File: src/rtl/wb_grf.sv
// wb_grf: write-back stage and 32x32 general register file of the MIPS pipeline.
//   Extends load data, selects the write-back value (WDW) and commits it to the
//   register file. Also serves two combinational decode-stage read ports with a
//   write-to-read bypass, so a W->D hazard needs no stall.
// Ports:
//   clk, reset        clock; synchronous active-high reset clears all registers
//   InstrW, PCW       write-back instruction (opcode picks load extension) and PC
//   RegWriteW         register write enable
//   RegSrcW           00/11 ResultW, 01 extended load data, 10 PCW+RESET_PC_OFFSET
//   ReadDataW         raw aligned word from data memory
//   ResultW           ALU result / load byte address
//   RegDstW           destination register number
//   RA1, RA2          read addresses; RD1, RD2 read data (combinational)
//   WDW               selected write-back value (combinational, for forwarding)
// Optional feature: define GRF_TRACE_EN to print one trace line per accepted write.
module wb_grf #(
    parameter logic [31:0] RESET_PC_OFFSET = 32'd8
) (
    input  logic        clk,
    input  logic        reset,
    input  logic [31:0] InstrW,
    input  logic [31:0] PCW,
    input  logic        RegWriteW,
    input  logic [1:0]  RegSrcW,
    input  logic [31:0] ReadDataW,
    input  logic [31:0] ResultW,
    input  logic [4:0]  RegDstW,
    input  logic [4:0]  RA1,
    input  logic [4:0]  RA2,
    output logic [31:0] RD1,
    output logic [31:0] RD2,
    output logic [31:0] WDW
);

    localparam int unsigned XLEN = 32;
    localparam int unsigned NREG = 32;
    localparam int unsigned AW   = 5;

    localparam logic [5:0] OP_LB  = 6'b100000;
    localparam logic [5:0] OP_LH  = 6'b100001;
    localparam logic [5:0] OP_LW  = 6'b100011;
    localparam logic [5:0] OP_LBU = 6'b100100;
    localparam logic [5:0] OP_LHU = 6'b100101;

    localparam logic [1:0] SRC_ALU  = 2'b00;
    localparam logic [1:0] SRC_LOAD = 2'b01;
    localparam logic [1:0] SRC_LINK = 2'b10;

    logic [XLEN-1:0] regs [NREG];
    logic [7:0]      load_byte;
    logic [15:0]     load_half;
    logic [XLEN-1:0] load_data;
    logic [XLEN-1:0] link_data;
    logic            wr_en;
    logic            byp1;
    logic            byp2;

    // Only the opcode field of the instruction matters here.
    logic unused_instr;
    assign unused_instr = ^InstrW[25:0];

    // Lane selection (little-endian lanes; halfword ignores address bit 0).
    always_comb begin
        load_byte = 8'h00;
        case (ResultW[1:0])
            2'd0:    load_byte = ReadDataW[7:0];
            2'd1:    load_byte = ReadDataW[15:8];
            2'd2:    load_byte = ReadDataW[23:16];
            default: load_byte = ReadDataW[31:24];
        endcase
        load_half = ResultW[1] ? ReadDataW[31:16] : ReadDataW[15:0];
    end

    // Load extension by opcode; unknown opcodes pass the word through.
    always_comb begin
        load_data = ReadDataW;
        case (InstrW[31:26])
            OP_LB:   load_data = {{24{load_byte[7]}}, load_byte};
            OP_LBU:  load_data = {24'h000000, load_byte};
            OP_LH:   load_data = {{16{load_half[15]}}, load_half};
            OP_LHU:  load_data = {16'h0000, load_half};
            OP_LW:   load_data = ReadDataW;
            default: load_data = ReadDataW;
        endcase
    end

    // Link value wraps modulo 2^32.
    assign link_data = XLEN'(PCW + RESET_PC_OFFSET);

    // Write-back value select.
    always_comb begin
        WDW = ResultW;
        case (RegSrcW)
            SRC_ALU:  WDW = ResultW;
            SRC_LOAD: WDW = load_data;
            SRC_LINK: WDW = link_data;
            default:  WDW = ResultW;
        endcase
    end

    assign wr_en = !reset && RegWriteW && (RegDstW != AW'(0));

    // Register array: reset wins over any concurrent write; $0 is never written.
    always_ff @(posedge clk) begin
        if (reset) begin
            for (int i = 0; i < int'(NREG); i++) begin
                regs[i] <= '0;
            end
        end else if (wr_en) begin
            regs[RegDstW] <= WDW;
        end
    end

    // Read ports with write-to-read bypass (disabled during reset).
    assign byp1 = wr_en && (RA1 == RegDstW);
    assign byp2 = wr_en && (RA2 == RegDstW);

    always_comb begin
        RD1 = regs[RA1];
        if (RA1 == AW'(0)) begin
            RD1 = '0;
        end else if (byp1) begin
            RD1 = WDW;
        end
    end

    always_comb begin
        RD2 = regs[RA2];
        if (RA2 == AW'(0)) begin
            RD2 = '0;
        end else if (byp2) begin
            RD2 = WDW;
        end
    end

`ifdef GRF_TRACE_EN
    // Trace format matches the reference simulator log.
    always_ff @(posedge clk) begin
        if (wr_en) begin
            $display("%d@%h: $%d <= %h", $time, PCW, RegDstW, WDW);
        end
    end
`else
`endif

endmodule

File: config.mk
export PLATFORM = sky130hd
export DESIGN_NAME = wb_grf
export DESIGN_NICKNAME = d
export VERILOG_FILES = /design/src/rtl/wb_grf.sv
export SDC_FILE = /design/constraint.sdc
export NUM_CORES = 2
export LEC_CHECK = 0
export CORE_ASPECT_RATIO = 0.8
export CORE_UTILIZATION = 23
export DETAILED_ROUTE_END_ITERATION = 7
export GPL_TIMING_DRIVEN = 0
export PLACE_DENSITY = 0.44
export SYNTH_ARGS = -nofsm -noshare
export SYNTH_HDL_FRONTEND = slang
export SYNTH_SLANG_ARGS = --single-unit
File: constraint.sdc
create_clock -name clk -period 8.5 [get_ports clk]
set_clock_uncertainty 0.05 [all_clocks]
set_input_delay 1.7 -clock clk [delete_from_list [all_inputs] [get_ports clk]]
set_output_delay 1.7 -clock clk [all_outputs]
set_load 0.1 [all_outputs]
==> results.json <==
{
  "status": "complete, but fails checks",
  "violations": "capacitance limit, slew limit, setup timing",
  "routedWlPerCell_um": 40.1,
  "synth_top_cell_area_share": 0.553,
  "ios": 244,
  "grt_pass1_wl_mm": 402,
  "critPathRequiredTime_ns": 6.75,
  "synthTopCellsByCount": "1048 x nor2_1, 1023 x edfxtp_1, 433 x mux4_2, 315 x mux2i_1, 191 x clkbuf_1",
  "timing.fmax_mhz": 114,
  "cts_tree": "built",
  "dp_hpwl_mm": 223,
  "core_mm2": 0.239,
  "grtUsageMet1": 0.350,
  "postCtsResizedCells": 195,
  "antenna_found_initial": 32,
  "hold_class": "in -> reg",
  "synth-adder-area-share": 0.000676,
  "min_delay_path_depth": 3,
  "first_iter_violations": 7682,
  "ant_nets": 0,
  "wirelength_mm": 312,
  "worstPathArrival_ns": 6.99,
  "drive_gt1_frac": 0.222,
  "die_area_mm2": 0.243,
  "final_core_util": 0.276,
  "nFillCells": 24600,
  "finalCritPeriodShare": 1.03,
  "min_to": "regs[5][22]",
  "synth_edf_count": 1023,
  "place.gp.congestion": 1.01,
  "clockBufferDepth": 3,
  "hold_viol": 0,
  "nets": 4681,
  "cts.clk_slew.worst_paths_ns": 0.07,
  "clock-sinks": 1023,
  "grt_max_degree": 33,
  "initial_utilization": 0.232,
  "io_buffers": 205,
  "firstDrtPassIters": 6,
  "htree_levels": 3,
  "synth_top_family_by_area": "multiplexers",
  "rows": 160,
  "worst_slew_pin_slew_ns": 1.65,
  "path_class": "in -> out",
  "postCtsHoldBufs": 0,
  "synth_seq_cells": 1023,
  "synth-compound-area-share": 0.0522,
  "muxShareOfSynthArea": 0.237,
  "synth_xor_area_frac": 0.00584,
  "area_growth_pct": 18.6,
  "async_flop_share": 0,
  "endpoint_kind": "primary output",
  "synth_cell_type_count": 69,
  "cts_root_buf": "clkbuf_16",
  "vdd_ir_drop_max_mv": 0.145,
  "yosys.area.top_type": "edfxtp_1",
  "grt_pass1_vias": 41400,
  "largestRegisters": "regs x1023",
  "grt_use_total": 0.251,
  "hold_ws_ns": 1.81,
  "ys.warnings.count": 0,
  "tns_ns": -1.55,
  "max-slew-margin-rel": -0.0972,
  "grt_overflow_total": 0,
  "maxSlewViolCount": 62,
  "yosysSeqAreaShare": 0.553,
  "top_register": "regs",
  "min_period_ns": 8.74,
  "tritoncts.num_buffers": 106,
  "use_met3": 0.0871,
  "maxCapViolCount": 5,
  "setup_violations": 20,
  "synthFlopType": "edfxtp_1",
  "critical_path_peak_fanout": 10,
  "setup_ws_ns": -0.244,
  "fp.dieW_um": 551,
  "yosys-top-cells-area": "edfxtp_1 55%, mux4_2 18%, nor2_1 7.1%, mux2i_1 5.7%, buf_2 1.4%",
  "p_leak_nw": 22.4,
  "largest_reg_flops": 1023,
  "syn_avg_cell_area_um2": 13.3,
  "synth.most_common_cell": "nor2_1",
  "start_kind": "input port",
  "vias": 43900,
  "hold_start": "ResultW[22]",
  "route.detailed.drc": 0,
  "die_h_um": 441,
  "synth-simple-area-share": 0.109,
  "grt-busiest-layer": "met1",
  "synth_area_mm2": 0.0555,
  "synth_cells": 4166,
  "gr-usage-met2": 0.348,
  "regArea_mm2": 0.0307,
  "cts_setup_buffers": 0,
  "power.density_mw_per_mm2": 209,
  "viasPerCell": 5.64,
  "multiInputGateArea_mm2": 0.0229
}
[worst max path at each step]
stage,start,slack [ns],to
floorplan,RegSrcW[0],1.12,RD1[22]
global placement,RA1[2],-1.82,RD1[30]
detailed placement,RA2[2],-1.61,RD2[30]
CTS,RA1[2],0.0009,RD1[3]
global route,RA2[1],-0.0008,RD2[7]
finish,RA2[2],-0.24,RD2[8]
[cells by family after synthesis]
| group | Yosys count |
|---|---|
| AOI/OAI and AO/OA | 395 |
| xor gates and xnor gates | 37 |
| adders and majority gates | 3 |
| DFF | 1023 |
| buffers and inverters | 479 |
| other | 1 |
| and+or+nand+nor | 1460 |
| muxes | 768 |
[worst max-delay path: stages]
cell and delay [ns]:
clkdlybuf4s50_1 0.76, buf_2 0.59, buf_4 0.44, buf_2 0.56, clkbuf_4 0.51, nand2_1 0.43, o21ai_0 0.62, a211oi_1 0.12
a21oi_1 0.53, clkdlybuf4s15_2 0.66
[final cells by class]
| class | count | area share |
|---|---|---|
| Tap cell | 3159 | 0.0601 |
| Inverter | 46 | 0.00262 |
| Buffer | 432 | 0.0344 |
| Sequential cell | 1023 | 0.467 |
| Clock buffer | 134 | 0.0425 |
| Clock inverter | 61 | 0.00798 |
| Timing Repair Buffer | 227 | 0.0371 |
| Antenna cell | 6 | 0.000228 |
| Multi-Input combinational cell | 2694 | 0.348 |
[layer usage]
metal / routed length, um / share of wire / up-vias
met2: 126000 / 0.40 / 3318
met1: 129000 / 0.41 / 23400
met4: 15800 / 0.051 / 16
li1: - / - / 16600
met3: 41300 / 0.13 / 574
met5: 109 / 0.00035 / -
[placed cells by master, fill, tap and decap left out, types with 16 or more instances in the layout]
cell and n:
mux4_2 433, buf_6 32, inv_1 39, clkdlybuf4s50_1 142, mux2i_1 315, mux2_2 20, nand2b_4 20, o21ai_0 60
clkdlybuf4s15_2 37, a221oi_1 18, o22ai_1 47, clkinv_1 23, buf_4 36, clkinv_2 23, edfxtp_1 1023, xnor2_1 21
a211oi_2 16, clkbuf_16 108, nand2_1 147, conb_1 31, nor2_1 1047, clkbuf_1 190, nor3_1 66, a211oi_1 59
buf_2 161, nand3_1 56, a21oi_1 58, nor2b_1 25, xor2_1 16, a22oi_1 50, clkbuf_2 34
[power breakdown]
part | internal, mW | leakage (nW) | switching [mW]
clock | 2.57 | 1.64 | 2.26
sequential | 5.83 | 9.74 | 0.144
combinational | 0.836 | 11.0 | 2.15
total | 9.24 | 22.4 | 4.55
[metrics by stage]
| step | instance area (um2) | cells | total power [mW] | worst slack (ns) |
|---|---|---|---|---|
| final | 65800 | 7782 | 13.8 | -0.244 |
| after global routing | 65800 | 7778 | 14.0 | -0.000787 |
| after detailed placement | 62300 | 7582 | 9.00 | -1.61 |
| after global placement | 61600 | 7560 | 8.97 | -1.82 |
| after floorplan | 55600 | 4196 | 7.70 | 1.12 |
| after CTS | 65800 | 7777 | 13.7 | 0.000905 |
(Power assumes the default switching activity.)
